--- config.mk ---
export PLATFORM = sky130hd
export DESIGN_NAME = tpu_result_drain
export DESIGN_NICKNAME = d
export VERILOG_FILES = /design/src/rtl/tpu_result_drain.sv
export SDC_FILE = /design/constraint.sdc
export NUM_CORES = 2
export LEC_CHECK = 0
export ABC_AREA = 1
export BUFFER_PORTS_ARGS = -buffer_cell sky130_fd_sc_hd__buf_2
export CAP_MARGIN = 20
export CORE_MARGIN = 3
export CORE_UTILIZATION = 55
export DETAILED_ROUTE_END_ITERATION = 8
export PLACE_DENSITY = 0.88
export SYNTH_ARGS = -nofsm -noshare
export SYNTH_HDL_FRONTEND = slang
export SYNTH_SLANG_ARGS = --single-unit
--- constraint.sdc ---
create_clock -name clk -period 17.4 [get_ports clk]
set_input_delay 0.87 -clock clk [delete_from_list [all_inputs] [get_ports clk]]
set_output_delay 0.87 -clock clk [all_outputs]
set_load 0.01 [all_outputs]
--- src/rtl/tpu_result_drain.sv ---
// tpu_result_drain: snapshots the N x N accumulator array on start, clears it, and streams
// saturated results row-major over a valid/ready port.
module tpu_result_drain #(
  parameter int N = 4,
  parameter int SUM_W = 32,
  parameter int OUT_W = 16,
  parameter int IDX_W = (N > 1) ? $clog2(N) : 1
) (
  input  logic                   clk,
  input  logic                   rst,
  input  logic                   start,
  input  logic [N*N*SUM_W-1:0]   sums_flat,
  output logic                   busy,
  output logic                   array_clr,
  output logic                   out_valid,
  input  logic                   out_ready,
  output logic [OUT_W-1:0]       out_data,
  output logic                   out_sat,
  output logic [IDX_W-1:0]       out_row,
  output logic [IDX_W-1:0]       out_col,
  output logic                   out_last,
  output logic                   done
);
  localparam int K_W = (N > 1) ? $clog2(N * N) : 1;
  localparam int LAST = N * N - 1;
  localparam logic [SUM_W-1:0] MAX = {SUM_W{1'b1}} >> (SUM_W - OUT_W);
  typedef enum logic [1:0] {IDLE, STREAM, FIN} state_t;
  state_t state;
  logic [N*N*SUM_W-1:0] snap;
  logic [K_W-1:0] k, nk;
  logic wrap;
  assign nk = k + K_W'(1);
  assign wrap = out_col == IDX_W'(N - 1);
  function automatic logic [OUT_W:0] sat(input logic [SUM_W-1:0] v);
    return (v > MAX) ? {1'b1, {OUT_W{1'b1}}} : {1'b0, v[OUT_W-1:0]};
  endfunction
  // Output word is loaded one step ahead so it never depends combinationally on out_ready.
  always_ff @(posedge clk or posedge rst) begin
    if (rst) begin
      state <= IDLE;
      snap <= '0;
      k <= '0;
      busy <= 1'b0;
      array_clr <= 1'b0;
      out_valid <= 1'b0;
      out_data <= '0;
      out_sat <= 1'b0;
      out_row <= '0;
      out_col <= '0;
      out_last <= 1'b0;
      done <= 1'b0;
    end else begin
      array_clr <= 1'b0;
      done <= 1'b0;
      case (state)
        IDLE: if (start) begin
          snap <= sums_flat;
          k <= '0;
          out_row <= '0;
          out_col <= '0;
          {out_sat, out_data} <= sat(sums_flat[SUM_W-1:0]);
          out_last <= 1'(LAST == 0);
          out_valid <= 1'b1;
          busy <= 1'b1;
          array_clr <= 1'b1;
          state <= STREAM;
        end
        STREAM: if (out_ready) begin
          if (out_last) begin
            out_valid <= 1'b0;
            done <= 1'b1;
            state <= FIN;
          end else begin
            k <= nk;
            out_col <= wrap ? '0 : out_col + IDX_W'(1);
            out_row <= wrap ? out_row + IDX_W'(1) : out_row;
            {out_sat, out_data} <= sat(snap[nk*SUM_W +: SUM_W]);
            out_last <= nk == K_W'(LAST);
          end
        end
        FIN: begin
          busy <= 1'b0;
          state <= IDLE;
        end
        default: state <= IDLE;
      endcase
    end
  end
endmodule
-- Word level (Yosys, flattened, before mapping)
Cells that the tools add are included.
- flip-flop bits (word level): 544
- word-level logic and storage cells: 78
- bits of input ports: 516
- shift operators: 1
- mux-type cells: 41
- reductions and logical operators: 10
- $lt $le $gt $ge: 2
- add/sub/neg operators: 3
- equal/unequal tests: 9
- operators with widths (kind ; number):
    indexed part select 512 x 10 -> 32 bit ; 1
    > comparator 32 x 16 -> 1 bit (second input constant) ; 2
    2-to-1 mux 16 bit ; 3
    2-to-1 mux 17 bit ; 2
    one-hot mux 16 bit (2 select lines) ; 1
    2-to-1 mux 2 bit ; 10
    2-to-1 mux 1 bit ; 14
    2-to-1 mux 4 bit ; 3
    one-hot mux 2 bit (2 select lines) ; 3
    != test 2 bit (second input constant) ; 5
    one-hot mux 1 bit (2 select lines) ; 4
    one-hot mux 4 bit (2 select lines) ; 1
    AND reduction 4 bit ; 2
    AND reduction 3 bit ; 2
    AND reduction 5 bit ; 1
    adder 2 x 1 -> 2 bit (second input constant) ; 2
    adder 4 x 1 -> 4 bit (second input constant) ; 1
    equality test 2 bit (second input constant) ; 2
    equality test 4 bit (second input constant) ; 1
    AND reduction 2 bit ; 2
    nonzero test 2 bit ; 2
    equality test 2 x 1 -> 1 bit (second input constant) ; 1
    logical NOT 2 bit ; 1

-- Depth between registers and ports, before layout
- depth after elaboration: 7
- gate-level depth with buffers: 20
- depth with buffers taken out: 16

-- Worst setup path before layout
OpenSTA, ideal clock, no wires.
- path kind: flip-flop to flip-flop
- from: register k[0]
- to: register out_data[10]
- required time: 17.283 ns
- setup time: 0.117 ns
- arrival: 2.492 ns
- path slack: 14.792 ns
- cell stages (with the launch flop): 20
- period minus slack after synthesis: 2.608 ns
- cell sequence: dfrtp_1 inv_2 buf_2 buf_2 buf_2 ha_1 inv_2 buf_2 nand3_1 nor2_1 nand2_1 nand3_1 nand2_1 nor2_1 nand2_1 nand2_4 buf_6 nand3_1 nand2_1 nand2_1
- cells in the longest elaborated chain, start to end: 7
- RTL lines (element ; RTL line ; source):
    from (decl) ; 30 ; logic [K_W-1:0] k, nk;
    from (signal assigned) ; 74 ; k <= nk;
    adder 4 x 1 -> 4 bit * ; 32 ; assign nk = k + K_W'(1);
    indexed part select 512 x 10 -> 32 bit * ; 77 ; {out_sat, out_data} <= sat(snap[nk*SUM_W +: SUM_W]);
    > comparator 32 x 16 -> 1 bit ; 35 ; return (v > MAX) ? {1'b1, {OUT_W{1'b1}}} : {1'b0, v[OUT_W-1:0]};
    2-to-1 mux 17 bit * ; 35 ;
    2-to-1 mux 16 bit * ; 69 ; if (out_last) begin
    2-to-1 mux 16 bit * ; 68 ; STREAM: if (out_ready) begin
    one-hot mux 16 bit (2 select lines) * ; 55 ; case (state)
    to (signal assigned) ; 61 ; {out_sat, out_data} <= sat(sums_flat[SUM_W-1:0]);
    to (signal assigned) ; 77 ;
    to (decl) ; 17 ; output logic [OUT_W-1:0] out_data,
Every way passes the cells marked *; elsewhere a longest branch is shown, timed or not. The select of a mux whose other input is x is not followed.
A chain may end at the register's enable or synchronous reset.

-- Final worst setup path
- from: register k[0]
- to: register out_data[0]
Same word-level chain as after synthesis.

==> results.yml <==
timing:
  clock_skew_ps: 25.4
  post-route-period-util: 0.264
  setup-tns-final_ps: 0
  worst_pin_slew_ps: 1260
  holdWs_ps: 466
  relSlewSlack: 0.158
  fmax_mhz: 218
  setup_viol: 0
  drv_slew: 0
  min_period_ps: 4600
  finalHoldViolCount: 0
  rsz0062_at_grt: "no"
synth:
  synth_cell_types: 29
  yosys-top-cells-area: "dfrtp_1, nand2_1, o21ai_0"
  mappedNetlistArea_sq_um: 24300
  yosys_most_used_dff: "dfrtp_1"
  synth-edff-count: 0
  netlist_instances: 3110
  avgSynthCellArea_sq_um: 7.82
  ys_seq_area_frac: 0.560
  yosys_warnings: 0
  ys_async_sr_fraction: 1.00
  yosysTopAreaCellShare: 0.560
  synth_most_common_cell: "nand2_1"
  yosys_register_bits: 544
  synthTopCellsByCount: "nand2_1, dfrtp_1, o21ai_0"
  synth_nets: 3629
  synth_area_leader_cell: "dfrtp_1"
clock_network:
  cts-root-buf: "clkbuf_16"
  clkLatencyLatePin_ps: 600
  cts_buffers: 54
  cts_tree: "yes"
  clock-sinks: 544
  cts_setup_buffers: 0
  cts.repair.resized: 0
  clk_transition_reported_paths_ps: 60
  cts_max_level: 2
  ctsHoldBuffers: 0
  clockBufferDepth: 3
routing:
  drt_first_pass_iters: 6
  initialDrtViolationCount: 2703
  vias_per_cell: 5.48
  drc: 0
  ant_nets: 0
  wl_per_cell_microns: 18.5
  routed-via-count: 23000
  routed_wl_microns: 77600
flow_run:
  max-cap-violations: 0
floorplan:
  fp.dieW_microns: 216
  dieArea_sq_um: 46800
  pin_count: 542
  core_sq_um: 43400
  start_util: 0.561
  num_rows: 76
  die_h_microns: 216
setup_path:
  endpoint: "out_data[0]"
  cp.arrival_ps: 5080
  crit_start: "k[0]"
  critical_path_class: "register to register"
  cp-end-kind: "register"
  rrSetupSlack_ps: 12800
  r2r-end: "out_data[0]"
  critPathLaunchType: "register"
  cp_max_fo: 72
  r2r_cells: 17
  rr_startpoint: "k[0]"
  critPathRequiredTime_ps: 17890
status:
  outcome: "finished clean"
global_routing:
  grt_pass1_wl_microns: 119000
  antenna_found_initial: 25
  grt_usage: 0.324
  grt-ovfl-total: 0
  grt_start_max_net_pins: 297
  grt_pass1_vias: 21700
cells_and_area:
  fin_area_sq_um: 29000
  area_delta_synth_final_pct: 19.1
  nNetsFinal: 4058
  final_util: 0.668
  drive_gt1_frac: 0.185
place:
  placed_cell_area_sq_um: 27100
  hpwl_microns: 53200
  portBuffers: 541
  routabilityCongestion: 0.960
power:
  ir_worst_vdd_uv: 137
  powerDensity_nw_per_um2: 187
  p_leak_nw: 15.4
  finalPower_mw: 5.42
min_path:
  hold_path_class: "input port to register"
## how the worst min path moves through the flow
stage              startpoint         to  slack (ps)  cells after the start
6_report        sums_flat[77]   snap[77]         470                      3
3_3_place_gp        snap[236]  snap[236]         460                      2
2_1_floorplan        snap[32]   snap[32]         440                      2
4_1_cts        sums_flat[481]  snap[481]         440                      3
3_5_place_dp        snap[228]  snap[228]         460                      2
5_1_grt        sums_flat[481]  snap[481]         440                      3
## per-layer routing
| layer | share of wire | routed length (microns) | GRT usage | vias up |
|---|---|---|---|---|
| li1 | - | - | - | 10600 |
| met1 | 0.40 | 30900 | 0.444 | 10800 |
| met2 | 0.45 | 35100 | 0.501 | 1291 |
| met3 | 0.097 | 7550 | 0.0680 | 227 |
| met4 | 0.051 | 3950 | 0.151 | 10 |
| met5 | 0.00084 | 65 | 0 | - |
## placed cells by master (no fill, tap or decap), drive strengths merged
master    instances
bufinv            2
inv             210
xor2              1
nor4              4
o21a              1
o21ai           356
ha                3
o211ai           19
o31ai             2
buf             557
o22ai            34
a21oi            71
nor2            150
nand2          1422
nand3            79
dfrtp           544
and3              1
nand3b            1
nor3             18
a22o              1
nand4            12
clkbuf           78
clkinv           15
diode            20
clkinvlp          2
## where the power goes
part / leakage [nW] / internal [mW] / switching, mW
clock: 0.886 / 0.666 / 0.502
combinational: 7.81 / 0.686 / 1.38
sequential: 6.72 / 1.86 / 0.332
## through the flow
stage,worst slack (ps),cells
6_report,12800,4188
4_1_cts,12930,4168
5_1_grt,12490,4184
3_5_place_dp,12970,4068
2_1_floorplan,1320,3110
3_3_place_gp,13080,4068
## area by class of cell
| cell class | instances | area, sq um |
|---|---|---|
| Fill cell | 3457 | 14400 |
| Sequential cell | 544 | 13600 |
| Multi-Input combinational cell | 2175 | 9120 |
| Timing Repair Buffer | 557 | 2880 |
| Clock buffer | 78 | 1590 |
| Inverter | 207 | 795 |
| Tap cell | 585 | 732 |
| Clock inverter | 22 | 179 |
| Antenna cell | 20 | 50.0 |
## critical path, cell delays in order (launching register included)
cell and delay [ps]:
dfrtp_4 800, inv_4 390, ha_4 970, buf_4 540, inv_2 50, buf_4 340
nand2_1 130, nand2_1 60, nand2_1 70, nand2_1 70, nand2_1 60, nand3_1 80
nor2_1 130, nand2_1 170, nand2_4 270, nand3_1 120, nand2_1 90, nand2_1 50
## registers in the layout (all words and copies together) (netlist names), 2 cells and up
name	flops
k	4
out_col	2
out_data	16
out_row	2
snap	512
state	2
## cells by family (layout without fill, tap and decap cells)
logic type,after synthesis,count (layout),share of synthesized area
and+or+nand+nor,1687,1687,0.268
DFF,544,544,0.560
AOI/OAI and AO/OA,484,484,0.104
buffers and inverters,391,864,0.0667
adders and majority gates,3,3,0.00154
xor gates and xnor gates,1,1,0.000360
other,0,20,0
Note: power is estimated with default switching activity, not from simulation.
